===== src/rtl/fetch_prefetch_queue.sv =====
// fetch_prefetch_queue: instruction prefetch queue between program memory and decode
module fetch_prefetch_queue #(
  parameter int XLEN = 32,
  parameter int DEPTH = 4,
  parameter logic [XLEN-1:0] RESET_PC = '0
) (
  input  logic                       clk,
  input  logic                       reset,
  output logic                       imem_en,
  output logic [XLEN-1:0]            imem_addr,
  input  logic [XLEN-1:0]            imem_rdata,
  input  logic                       redirect_valid,
  input  logic [XLEN-1:0]            redirect_pc,
  output logic                       instr_valid,
  output logic [XLEN-1:0]            instr_data,
  output logic [XLEN-1:0]            instr_pc,
  input  logic                       instr_ready,
  output logic [$clog2(DEPTH+1)-1:0] occupancy
);
  localparam int CW = $clog2(DEPTH+1);
  localparam int PW = DEPTH > 1 ? $clog2(DEPTH) : 1;
  localparam logic [XLEN-1:0] ALIGN = ~XLEN'(3);
  logic [XLEN-1:0] fetch_pc_q, fetch_pc_d, inflight_pc_q, inflight_pc_d;
  logic [PW-1:0]   head_q, head_d, tail_q, tail_d;
  logic [CW-1:0]   count_q, count_d;
  logic            inflight_q, inflight_d;
  logic [XLEN-1:0] data_q [DEPTH];
  logic [XLEN-1:0] data_d [DEPTH];
  logic [XLEN-1:0] pc_q [DEPTH];
  logic [XLEN-1:0] pc_d [DEPTH];
  logic            issue, enq, fire;
  // issue credit counts the in-flight read so a returning response always has a free slot
  always_comb begin
    issue = reset & ~redirect_valid & (({1'b0, count_q} + (CW+1)'(inflight_q)) < (CW+1)'(DEPTH));
    enq = reset & ~redirect_valid & inflight_q;
    instr_valid = reset & ~redirect_valid & (count_q != '0);
    fire = instr_valid & instr_ready;
    imem_en = issue;
    imem_addr = fetch_pc_q;
    instr_data = data_q[head_q];
    instr_pc = pc_q[head_q];
    occupancy = count_q;
  end
  // next-state: redirect flushes everything, otherwise enqueue response / dequeue head / issue next read
  always_comb begin
    fetch_pc_d = fetch_pc_q;
    inflight_pc_d = inflight_pc_q;
    head_d = head_q;
    tail_d = tail_q;
    count_d = count_q;
    inflight_d = inflight_q;
    data_d = data_q;
    pc_d = pc_q;
    if (redirect_valid) begin
      fetch_pc_d = redirect_pc & ALIGN;
      head_d = '0;
      tail_d = '0;
      count_d = '0;
      inflight_d = 1'b0;
    end else begin
      if (enq) begin
        data_d[tail_q] = imem_rdata;
        pc_d[tail_q] = inflight_pc_q;
        tail_d = tail_q == PW'(DEPTH-1) ? '0 : tail_q + PW'(1);
      end
      if (fire) head_d = head_q == PW'(DEPTH-1) ? '0 : head_q + PW'(1);
      count_d = count_q + CW'(enq) - CW'(fire);
      inflight_d = issue;
      if (issue) begin
        inflight_pc_d = fetch_pc_q;
        fetch_pc_d = fetch_pc_q + XLEN'(4);
      end
    end
  end
  // control state with synchronous active-low reset
  always_ff @(posedge clk) begin
    if (!reset) begin
      fetch_pc_q <= RESET_PC & ALIGN;
      inflight_pc_q <= '0;
      head_q <= '0;
      tail_q <= '0;
      count_q <= '0;
      inflight_q <= 1'b0;
    end else begin
      fetch_pc_q <= fetch_pc_d;
      inflight_pc_q <= inflight_pc_d;
      head_q <= head_d;
      tail_q <= tail_d;
      count_q <= count_d;
      inflight_q <= inflight_d;
    end
  end
  // queue storage needs no reset: count gates every read of it
  always_ff @(posedge clk) begin
    data_q <= data_d;
    pc_q <= pc_d;
  end
endmodule


===== config.mk =====
export PLATFORM = sky130hd
export DESIGN_NAME = fetch_prefetch_queue
export DESIGN_NICKNAME = d
export VERILOG_FILES = /design/src/rtl/fetch_prefetch_queue.sv
export SDC_FILE = /design/constraint.sdc
export NUM_CORES = 1
export LEC_CHECK = 0
export BUFFER_PORTS_ARGS = -buffer_cell sky130_fd_sc_hd__buf_2
export CORE_MARGIN = 3
export CORE_UTILIZATION = 35
export CTS_CLUSTER_DIAMETER = 150
export DETAILED_ROUTE_END_ITERATION = 8
export GPL_ROUTABILITY_DRIVEN = 0
export GPL_TIMING_DRIVEN = 1
export PLACE_DENSITY = 0.61
export SYNTH_ARGS = -nofsm -noshare
export SYNTH_HDL_FRONTEND = slang
export SYNTH_SLANG_ARGS = --single-unit

===== constraint.sdc =====
create_clock -name clk -period 3.4 [get_ports clk]
set_clock_uncertainty 0.1 [all_clocks]
set_input_delay 0.34 -clock clk [delete_from_list [all_inputs] [get_ports clk]]
set_output_delay 0.34 -clock clk [all_outputs]
set_load 0.02 [all_outputs]

[After elaboration in Yosys (flattened, before gate mapping)]
Index checks and enable logic that the tools add are counted.
Storage, ports and cells
  register bits after elaboration: 328
  logic and storage cells: 56
  bits of input ports: 68
Cells by class
  eq/ne operators: 2
  multiplexer cells: 14
  $lt $le $gt $ge: 4
  bitwise logic cells: 9
  reductions and logical operators: 6
  add/subtract/negate cells: 6
Operators by type and width (number)
  $bwmux W128: 2
  $mux W32: 7
  $bmux W32 S2: 2
  $demux W32 S2: 1
  $add A32 B3 Y32 const B: 1
  $ge A3 B3 Y1 const B: 2
  $not A2 Y3: 2
  $and A1 B1 Y1: 5
  $add A2 B1 Y2 const B: 2
  $add A3 B1 Y4: 1
  $eq A2 B2 Y1 const B: 2
  $lt A4 B3 Y1 const B: 1
  $mux W2: 2
  $reduce_and A2 Y1: 2
  $add A3 B1 Y3: 1
  $lt A3 B1 Y1 const B: 1
  $reduce_bool A3 Y1: 1
  $sub A3 B1 Y3: 1
  $not A1 Y1: 2
  $reduce_bool A2 Y1: 1
  $reduce_or A2 Y1: 1
  $logic_and A1 B1 Y1: 1

[Logic depth before layout (Yosys ltp)]
  word-level depth: 6
  mapped depth: 11
  depth with buffers taken out: 10

[Worst setup path after synthesis]
Ideal clock, no wire load.
  kind: input to register
  start point: in reset
  end point: reg data_q[0] (netlist bit), enable pin
  library setup time: 0.427 ns
  required time: 2.873 ns
  stages: 4
  arrival: 2.310 ns
  slack: 0.563 ns
  path through: buf_2 -> inv_1 -> nor2_2 -> and3_1
Between the ends
  word-level cells in the longest chain between the ends: 3
RTL lines
  from (decl): line 8  | input logic reset,
  $and A1 B1 Y1 (2 in series): line 35  | enq = reset & ~redirect_valid & inflight_q;
  $reduce_and A2 Y1 (no line)
  to (signal assigned): line 95  | data_q <= data_d;
  to (decl): line 27  | logic [XLEN-1:0] data_q [DEPTH];
No other way between the ends.
A chain may end at the register's enable or synchronous reset.

[Worst setup path after layout]
  start point: reg count_q[1] (netlist: occupancy[1])
  end point: out imem_en
Between the ends
  word-level cells in the longest chain between the ends: 3
RTL lines
  from (decl): line 25  | logic [CW-1:0] count_q, count_d;
  from (signal assigned): line 89  | count_q <= count_d;
  $add A3 B1 Y4: line 34  | issue = reset & ~redirect_valid & (({1'b0, count_q} + (CW+1)'(inflight_q)) < (CW+1)'(DEPTH));
  $lt A4 B3 Y1: line 34
  $and A1 B1 Y1: line 34
  to (decl): line 9  | output logic imem_en,
No other way between the ends.

==> impl_metrics.tcl <==
set metrics [dict create \
    cts_buffer_depth 3 \
    grt_util_all_layers_pct 15.1 \
    vias_per_cell 4.93 \
    timing.critical_path.slowest_cell_delay_ns 0.42 \
    grt_pass1_wl_mm 42.3 \
    max_cap_violations 0 \
    postSynthCellCount 725 \
    dieHeight_um 192 \
    synthDominantCellAreaShare_pct 61.5 \
    cp_cell_sequence "ha_1 -> o211a_1 -> o22ai_2 -> nand2_1 -> inv_2 -> buf_2" \
    worst_path_max_delay_cell "sky130_fd_sc_hd__nand2_1" \
    setup_tns_after_final_layout_ns 0 \
    numPortBuffers 162 \
    synth_seq_area_share_pct 72.8 \
    num_io_pins 169 \
    fill_cells 3011 \
    run_status "finished clean" \
    clock_tree.root_cell "sky130_fd_sc_hd__clkbuf_16" \
    final_layout_size_suffix_gt1_share_pct 32.4 \
    drt_pass1_iterations 4 \
    netlist_top_cells_area "sky130_fd_sc_hd__edfxtp_1, sky130_fd_sc_hd__mux4_2, sky130_fd_sc_hd__dfxtp_1" \
    synth-async-reset-ratio_pct 0 \
    synth_flop_cell "sky130_fd_sc_hd__edfxtp_1" \
    floorplan.die.width_um 192 \
    post_synthesis_cell_area_mm2 0.0121 \
    post_route_fraction_of_the_period_consumed_by_the_critical_path_pct 86.9 \
    timing_worst_setup_path_type "reg2out" \
    ctsResizeCount 0 \
    layout.cells.non_filler 1420 \
    nets 1023 \
    rsz0062_at_grt "false" \
    start_util_pct 35.8 \
    row_count 67 \
    number_of_max_slew_violations_in_the_final_report 0 \
    worst_setup_hold_path_clk_slew_ns 0.06 \
    die-area_mm2 0.0369 \
    routed_wirelength_mm 27.5 \
    core-area_mm2 0.0338 \
    post-place-cells 1314 \
    number_of_buffers_inserted_by_hold_repair_at_cts 41 \
    vdd.ir_drop.worst_mv 0.315 \
    finalSetupViolCount 0 \
    tightestPinTransition_ns 0.669 \
    mostFrequentLayoutCell "sky130_fd_sc_hd__edfxtp_1" \
    dp_hpwl_mm 17.4 \
    path_delay_family "buffers and inverters" \
    first_global_vias 7276 \
    numClockSinks 316 \
    wire_per_inst_um 19.4 \
    area_growth_pct 24.9 \
    synthDistinctLibCells 52 \
    postSynthAreaPerCell_um2 16.7 \
    critical_path_peak_fanout 19 \
    path_buf_inv 2 \
    num_vias 7005 \
    start_kind "flip-flop" \
    leading_cell_types_in_the_layout_fill_and_taps_excluded "sky130_fd_sc_hd__edfxtp_1, sky130_fd_sc_hd__buf_2, sky130_fd_sc_hd__nand2_1" \
    final_hold_vio_count 0 \
    drc 0 \
    gr-total-overflow 0 \
    powerDensity_mw_per_mm2 556 \
    multi_input_comb_area_mm2 0.00309 \
    antennaDiodeCount 0 \
    timing.critical_path.required_ns 2.96 \
    worst_ep_arrival_time_ns 2.51 \
    worst_hold_path_type "in2reg" \
    post_cts_buffers 0 \
    drt-initial-drc-count 391 \
    clk_latency_ns 0.51 \
    synth_top_area_cell "sky130_fd_sc_hd__edfxtp_1" \
    maximum_number_of_pins_on_one_net_before_global_route_repair 41 \
    end_kind "output pin" \
    max_freq_mhz 339 \
    final_antenna_net_count 0 \
    regArea_mm2 0.00882 \
    power.leakage_nw 5.33 \
    ys_warn_count 0 \
    min_period_ns 2.95 \
    htreeDepth 2 \
    antenna_violations_before_repair 0 \
    yosys_register_bits 316 \
    cts_buffers 36 \
    tritoncts "yes" \
    relSlewSlack_pct 55.3 \
    synth_edf_count 248 \
]
-- worst reg2reg max path: stages, from the launching register on --
cell,delay (ns)
sky130_fd_sc_hd__dfxtp_1,0.36
sky130_fd_sc_hd__ha_1,0.23
sky130_fd_sc_hd__o211a_1,0.23
sky130_fd_sc_hd__o22ai_2,0.16
sky130_fd_sc_hd__nand2_1,0.42
sky130_fd_sc_hd__inv_2,0.37
sky130_fd_sc_hd__buf_4,0.35
sky130_fd_sc_hd__nand4b_1,0.15
sky130_fd_sc_hd__a31oi_1,0.17
-- area by class of cell --
| class | instances | area share [%] |
|---|---|---|
| Clock inverter | 19 | 1.25 |
| Clock buffer | 46 | 6.55 |
| Inverter | 12 | 0.298 |
| Sequential cell | 316 | 58.3 |
| Timing Repair Buffer | 221 | 9.47 |
| Multi-Input combinational cell | 358 | 20.4 |
| Tap cell | 448 | 3.71 |
-- kinds of logic after synthesis --
group | Yosys count | share of synthesized area, %
adders and majority gates | 10 | 1.10
xor gates and xnor gates | 17 | 1.23
DFF | 316 | 72.8
buffers and inverters | 54 | 1.96
other | 1 | 0.0310
muxes | 66 | 11.9
and+or+nand+nor | 166 | 6.54
AOI/OAI and AO/OA | 95 | 4.49
-- registers in the layout (all words and copies together), names as in the netlist --
name           flops
data_q           128
inflight_pc_q     30
occupancy          3
inflight_q         1
head_q             2
imem_addr         30
tail_q             2
pc_q             120
-- synthesized netlist by cell type (2+ instances only) --
cell type and count:
sky130_fd_sc_hd__edfxtp_1 248, sky130_fd_sc_hd__nand2_1 88, sky130_fd_sc_hd__dfxtp_1 68, sky130_fd_sc_hd__mux4_2 62, sky130_fd_sc_hd__a21oi_1 48, sky130_fd_sc_hd__clkbuf_1 23
sky130_fd_sc_hd__o21ai_0 23, sky130_fd_sc_hd__nand3_1 18, sky130_fd_sc_hd__buf_2 13, sky130_fd_sc_hd__nor2_1 13, sky130_fd_sc_hd__xor2_1 13, sky130_fd_sc_hd__and3_1 11
sky130_fd_sc_hd__inv_1 11, sky130_fd_sc_hd__nand4_1 11, sky130_fd_sc_hd__a31oi_1 9, sky130_fd_sc_hd__ha_1 9, sky130_fd_sc_hd__buf_4 5, sky130_fd_sc_hd__nor3_1 4
sky130_fd_sc_hd__or3_1 4, sky130_fd_sc_hd__xnor2_1 4, sky130_fd_sc_hd__mux2i_1 3, sky130_fd_sc_hd__a311oi_1 2, sky130_fd_sc_hd__and2_1 2, sky130_fd_sc_hd__and4_1 2
sky130_fd_sc_hd__nor4_1 2, sky130_fd_sc_hd__o31a_1 2, sky130_fd_sc_hd__or4_1 2
-- worst paths after layout --
check	cells after the start	to	slack (ns)	from
worst min-delay path	3	imem_addr[23]	0.03	redirect_pc[23]
worst max-delay path	6	imem_en	0.45	occupancy[1]
worst min register to register	2	inflight_pc_q[26]	0.39	inflight_pc_q[26]
worst max register to register	8	imem_addr[11]	0.79	occupancy[1]
-- layer usage --
layer,up-vias,GRT usage (%),part of all wire (%)
met5,-,0,0
met3,51,3.12,6.1
met4,0,4.37,2.3
met2,213,24.5,47
li1,3270,-,-
met1,3471,20.6,45
-- through the flow --
stage | util, % | hold slack [ns] | setup slack, ns | power [mW] | cell area, um2
6_report | 44.8 | 0.0279 | 0.446 | 8.41 | 15100
5_1_grt | 44.8 | 0.0177 | 0.296 | 8.73 | 15100
3_5_place_dp | 40.1 | 0.389 | 0.467 | 4.66 | 13500
4_1_cts | 44.8 | 0.000510 | 0.426 | 8.53 | 15100
3_3_place_gp | 40.1 | 0.379 | 0.505 | 4.66 | 13500
2_1_floorplan | - | 0.339 | 0.563 | 4.51 | 12100
-- where the power goes --
group / total, mW / switching (mW) / internal, mW
Clock: 3.79 / 1.50 / 2.30
Sequential: 4.27 / 0.0647 / 4.20
Combinational: 0.346 / 0.205 / 0.142
Total: 8.41 / 1.77 / 6.64
Power figures use the tool's default switching activity.
